$ cat src/rtl/score_glyph_drawer.sv
// Walks a latched three-digit 6x5 glyph bitmap and emits one frame-buffer pixel
// write per cycle, painting both set (foreground) and clear (background) bits.
module score_glyph_drawer #(
   parameter int unsigned X_W         = 8,
   parameter int unsigned Y_W         = 7,
   parameter int unsigned COLOUR_W    = 3,
   parameter logic [COLOUR_W-1:0] FG_COLOUR = 3'b111,
   parameter logic [COLOUR_W-1:0] BG_COLOUR = 3'b000,
   parameter int unsigned SCALE       = 1,
   parameter int unsigned DIGIT_PITCH = 6
) (
   input  logic                clk,
   input  logic                reset,
   input  logic                start,
   input  logic [89:0]         score_display,
   input  logic [X_W-1:0]      origin_x,
   input  logic [Y_W-1:0]      origin_y,
   output logic [X_W-1:0]      x,
   output logic [Y_W-1:0]      y,
   output logic [COLOUR_W-1:0] colour,
   output logic                plot,
   output logic                busy,
   output logic                done
);

   typedef enum logic [1:0] {
      S_IDLE = 2'd0,
      S_DRAW = 2'd1,
      S_DONE = 2'd2
   } state_t;

   state_t state_q, state_d;

   logic [89:0]         bitmap_q;
   logic [X_W-1:0]      ox_q;
   logic [Y_W-1:0]      oy_q;
   // slot counts digits left to right (slot 0 = hundreds, d = 2 - slot)
   logic [1:0]          slot_q, row_q_unused_pad;
   logic [2:0]          row_q, col_q;
   logic [1:0]          sr_q, sc_q;
   logic                end_q;

   logic [X_W-1:0]      x_q, x_d;
   logic [Y_W-1:0]      y_q, y_d;
   logic [COLOUR_W-1:0] colour_q, colour_d;
   logic                plot_q, plot_d, busy_q, busy_d, done_q, done_d;

   logic                accept_s, emit_s, last_s, pix_on_s;
   logic [89:0]         bm_s;
   logic [X_W-1:0]      ox_s, x_sum_s;
   logic [Y_W-1:0]      oy_s, y_sum_s;
   logic [1:0]          slot_s, slot_n_s, sr_s, sr_n_s, sc_s, sc_n_s;
   logic [2:0]          row_s, row_n_s, col_s, col_n_s;
   logic [6:0]          bit_idx_s;
   logic                sc_last_s, col_last_s, sr_last_s, row_last_s, slot_last_s;

   assign row_q_unused_pad = 2'b00;

   always_comb begin
      accept_s = start && (state_q != S_DRAW);
      emit_s   = accept_s || ((state_q == S_DRAW) && !end_q);
   end

   // On the accepting edge the first pixel is taken straight from the inputs
   always_comb begin
      if (accept_s) begin
         bm_s   = score_display;
         ox_s   = origin_x;
         oy_s   = origin_y;
         slot_s = 2'd0;
         row_s  = 3'd0;
         sr_s   = 2'd0;
         col_s  = 3'd0;
         sc_s   = 2'd0;
      end else begin
         bm_s   = bitmap_q;
         ox_s   = ox_q;
         oy_s   = oy_q;
         slot_s = slot_q;
         row_s  = row_q;
         sr_s   = sr_q;
         col_s  = col_q;
         sc_s   = sc_q;
      end
   end

   always_comb begin
      // index = 30*d + 6*r + 5 - c, with d = 2 - slot
      bit_idx_s = 7'd65 + 7'(6 * row_s) - 7'(30 * slot_s) - 7'(col_s);
      pix_on_s  = bm_s[bit_idx_s];
      x_sum_s   = ox_s + X_W'(slot_s * DIGIT_PITCH * SCALE) + X_W'(col_s * SCALE) + X_W'(sc_s);
      y_sum_s   = oy_s + Y_W'(row_s * SCALE) + Y_W'(sr_s);
   end

   // Nested scan counter advance: slot > row > sub-row > column > sub-column
   always_comb begin
      sc_last_s   = (sc_s == 2'(SCALE - 1));
      col_last_s  = (col_s == 3'd5);
      sr_last_s   = (sr_s == 2'(SCALE - 1));
      row_last_s  = (row_s == 3'd4);
      slot_last_s = (slot_s == 2'd2);
      last_s      = sc_last_s && col_last_s && sr_last_s && row_last_s && slot_last_s;
      slot_n_s    = slot_s;
      row_n_s     = row_s;
      sr_n_s      = sr_s;
      col_n_s     = col_s;
      sc_n_s      = sc_s + 2'd1;
      if (sc_last_s) begin
         sc_n_s  = 2'd0;
         col_n_s = col_s + 3'd1;
         if (col_last_s) begin
            col_n_s = 3'd0;
            sr_n_s  = sr_s + 2'd1;
            if (sr_last_s) begin
               sr_n_s  = 2'd0;
               row_n_s = row_s + 3'd1;
               if (row_last_s) begin
                  row_n_s  = 3'd0;
                  slot_n_s = slot_s + 2'd1;
               end else begin
                  slot_n_s = slot_s;
               end
            end else begin
               row_n_s = row_s;
            end
         end else begin
            sr_n_s = sr_s;
         end
      end else begin
         col_n_s = col_s;
      end
   end

   // State register
   always_ff @(posedge clk) begin
      if (reset) begin
         state_q <= S_IDLE;
      end else begin
         state_q <= state_d;
      end
   end

   // Next-state logic
   always_comb begin
      state_d = state_q;
      case (state_q)
         S_IDLE:  state_d = accept_s ? S_DRAW : S_IDLE;
         S_DRAW:  state_d = end_q ? S_DONE : S_DRAW;
         S_DONE:  state_d = accept_s ? S_DRAW : S_IDLE;
         default: state_d = S_IDLE;
      endcase
   end

   // Output next values; coordinates and colour hold whenever no pixel is emitted
   always_comb begin
      plot_d = emit_s;
      busy_d = emit_s;
      done_d = (state_q == S_DRAW) && end_q;
      if (emit_s) begin
         x_d      = x_sum_s;
         y_d      = y_sum_s;
         colour_d = pix_on_s ? FG_COLOUR : BG_COLOUR;
      end else begin
         x_d      = x_q;
         y_d      = y_q;
         colour_d = colour_q;
      end
   end

   // Output and datapath registers
   always_ff @(posedge clk) begin
      if (reset) begin
         x_q      <= '0;
         y_q      <= '0;
         colour_q <= '0;
         plot_q   <= 1'b0;
         busy_q   <= 1'b0;
         done_q   <= 1'b0;
         bitmap_q <= '0;
         ox_q     <= '0;
         oy_q     <= '0;
         slot_q   <= 2'd0;
         row_q    <= 3'd0;
         sr_q     <= 2'd0;
         col_q    <= 3'd0;
         sc_q     <= 2'd0;
         end_q    <= 1'b0;
      end else begin
         x_q      <= x_d;
         y_q      <= y_d;
         colour_q <= colour_d;
         plot_q   <= plot_d;
         busy_q   <= busy_d;
         done_q   <= done_d;
         if (accept_s) begin
            bitmap_q <= score_display;
            ox_q     <= origin_x;
            oy_q     <= origin_y;
         end else begin
            bitmap_q <= bitmap_q;
            ox_q     <= ox_q;
            oy_q     <= oy_q;
         end
         if (emit_s) begin
            slot_q <= slot_n_s;
            row_q  <= row_n_s;
            sr_q   <= sr_n_s;
            col_q  <= col_n_s;
            sc_q   <= sc_n_s;
            end_q  <= last_s;
         end else begin
            slot_q <= slot_q;
            row_q  <= row_q;
            sr_q   <= sr_q;
            col_q  <= col_q;
            sc_q   <= sc_q;
            end_q  <= end_q;
         end
      end
   end

   assign x      = x_q;
   assign y      = y_q;
   assign colour = colour_q;
   assign plot   = plot_q;
   assign busy   = busy_q;
   assign done   = done_q;

endmodule

$ cat config.mk
export PLATFORM = sky130hd
export DESIGN_NAME = score_glyph_drawer
export DESIGN_NICKNAME = d
export VERILOG_FILES = /design/src/rtl/score_glyph_drawer.sv
export SDC_FILE = /design/constraint.sdc
export NUM_CORES = 1
export LEC_CHECK = 0
export CAP_MARGIN = 10
export CORE_MARGIN = 2
export CORE_UTILIZATION = 25
export CTS_CLUSTER_DIAMETER = 150
export DETAILED_ROUTE_END_ITERATION = 8
export PLACE_DENSITY = 0.41
export SYNTH_ARGS = -nofsm -noshare
export SYNTH_HDL_FRONTEND = slang
export SYNTH_SLANG_ARGS = --single-unit
$ cat constraint.sdc
create_clock -name clk -period 10.45 [get_ports clk]
set_input_delay 3.135 -clock clk [delete_from_list [all_inputs] [get_ports clk]]
set_output_delay 3.135 -clock clk [all_outputs]
set_load 0.02 [all_outputs]
==> qor.yml <==
drtPass1Iterations: 5
worst_pin_slew_ns: 0.964
powerDensity_nw_per_um2: 153
ys_seq_area_share_pct: 38.4
nets: 1118
antenna_cells: 0
die_x_um: 173
syn_area_per_cell_um2: 8.12
grt_max_degree: 73
finalHoldViolCount: 0
num_rows: 61
ys_warn_count: 0
worst-r2r-setup-slack_ns: 5.21
power.total_w: 0.00143
ios: 129
core_area_um2: 27900
grt_pass1_wl_mm: 34.1
antenna_found_initial: 0
maxSlewHeadroom_pct: 35.7
htree_levels: 4
area_delta_synth_final_pct: 30.3
num_vias: 6161
hp-class: "reg2reg"
cts_buffer_depth: 2
vdd_ir_drop_max_v: 0.0000837
postCtsSetupRepairBufs: 0
hold_buffers: 0
status: "finished, final reports clean"
die_height_um: 173
min_period_ns: 7.89
path_class: "in2reg"
ys_ff_latch: 137
synth_area_leader_cell: "dfxtp_1"
initial_core_util_pct: 25.6
grt_setup_unrepaired: "no"
final_util_pct: 33.3
maxSlewViolCount: 0
drtIter0Drc: 351
cts_buffers: 17
tritoncts: "done"
synth_top_area_share_pct: 38.4
totalWireLength_mm: 21.4
route.antenna.remaining_nets: 0
dp_hpwl_mm: 14.4
drcViolationCount: 0
worstPathArrival_ns: 8.20
synth_commonest_cells: "nand2_1, dfxtp_1, a21oi_1"
finalCritPeriodShare_pct: 75.5
drv_cap: 0
critPathRequiredTime_ns: 10.76
overflow: 0
clk_latency_ns: 0.43
wl_per_cell_um: 15.7
place.gp.congestion: 0.738
avgViaCountPerCell: 4.52
tns_ns: 0
netlist_instances: 881
setup.worst_path.end_class: "flip-flop"
syn-num-nets: 1026
setup_viol: 0
die_area_um2: 30000
synthArstFlopShare_pct: 0
cts.sinks: 137
cts_root_buffer: "clkbuf_16"
synthFlopType: "dfxtp_1"
cp_max_fo: 63
leakagePower_nw: 3.66
max_freq_ghz: 0.127
grt_usage_pct: 14.3
drive_gt1_share_pct: 8.12
clkTransAtPathRegs_ns: 0.06
yosys-top-cells-area: "dfxtp_1, nand2_1, a21oi_1, ha_1, mux4_2"
synth_edf_count: 0
synth.most_common_cell: "nand2_1"
grt_pass1_vias: 6177
cp-start-kind: "input port"
synth.distinct_cells: 58
skew_ns: 0.00827
portBuffers: 128
netlist_area_um2: 7150
cts_resized: 0
-- placed cells by master (no fill, tap or decap), types with 15 or more instances in the layout --
| cell | synthesis | layout |
|---|---|---|
| o21ai_0 | 18 | 18 |
| nor2_1 | 34 | 34 |
| dfxtp_1 | 137 | 136 |
| a21oi_1 | 128 | 128 |
| ha_1 | 29 | 29 |
| mux4_2 | 15 | 15 |
| clkdlybuf4s50_1 | 0 | 127 |
| clkbuf_16 | 0 | 17 |
| mux2i_1 | 24 | 24 |
| nand2_1 | 270 | 269 |
| inv_1 | 28 | 28 |
-- worst paths after layout --
check	cells after the start	end	from
hold reg to reg	2	bitmap_q[73]	bitmap_q[73]
setup reg to reg	17	colour[1]	state_q[1]
setup / recovery	17	colour[1]	start
hold / removal	2	bitmap_q[73]	bitmap_q[73]
-- worst max-delay path, stage by stage --
cell and delay (ns):
clkdlybuf4s50_1 0.58, nand2_4 0.43, nand2_1 0.33, inv_1 0.14, ha_1 0.37, fa_1 0.51
inv_1 0.04, ha_1 0.46, xor2_4 0.16, buf_4 0.38, mux4_2 0.37, nor2_1 0.11
a31oi_1 0.06, mux4_2 0.51, nor2b_4 0.14, o41ai_2 0.32, o32ai_1 0.13
-- sequential cells by signal, summed over array words and instances (netlist names) --
signal    flops
bitmap_q     90
ox_q          8
x             8
oy_q          7
y             7
col_q         3
row_q         3
sc_q          2
slot_q        2
sr_q          2
state_q       2
busy          1
colour        1
end_q         1
-- cell families (layout without fill, tap and decap cells) --
group                      after synthesis  count (layout)  synth area share (%)
xor gates and xnor gates                16              16                  2.17
buffers and inverters                   92             196                  5.44
and+or+nand+nor                        360             360                  21.0
AOI/OAI and AO/OA                      188             188                  15.3
adders and majority gates               37              37                  7.32
DFF                                    137             137                  38.4
muxes                                   51              51                  10.4
-- layout make-up --
| class | count | area (µm²) |
|---|---|---|
| Sequential cell | 137 | 2740 |
| Inverter | 28 | 105 |
| Timing Repair Buffer | 137 | 1350 |
| Fill cell | 3006 | 18600 |
| Clock buffer | 17 | 425 |
| Clock inverter | 14 | 175 |
| Multi-Input combinational cell | 652 | 4050 |
| Tap cell | 378 | 473 |
-- report_power, final --
part	switching, W	internal (W)
combinational	0.000124	0.000106
sequential	0.0000158	0.000554
clock	0.000254	0.000375
total	0.000394	0.00104
-- layer usage --
| metal | vias up | global-route usage, % | routed length [µm] |
|---|---|---|---|
| met1 | 2871 | 18.9 | 10200 |
| met4 | 0 | 3.60 | 192 |
| met2 | 120 | 23.1 | 9940 |
| met5 | - | 0 | 0 |
| met3 | 15 | 3.96 | 1060 |
| li1 | 3155 | - | - |
-- metrics by stage --
step / worst slack [ns] / instances / hold slack (ns) / area (µm²)
floorplan: 2.48 / 881 / 0.432 / 7150
global route: 2.14 / 1363 / 0.467 / 9320
CTS: 2.48 / 1363 / 0.453 / 9320
global placement: 2.11 / 1332 / 0.439 / 8710
detailed placement: 2.04 / 1332 / 0.444 / 8710
finish: 2.56 / 1363 / 0.452 / 9320
Note: power is estimated with default switching activity, not from simulation.
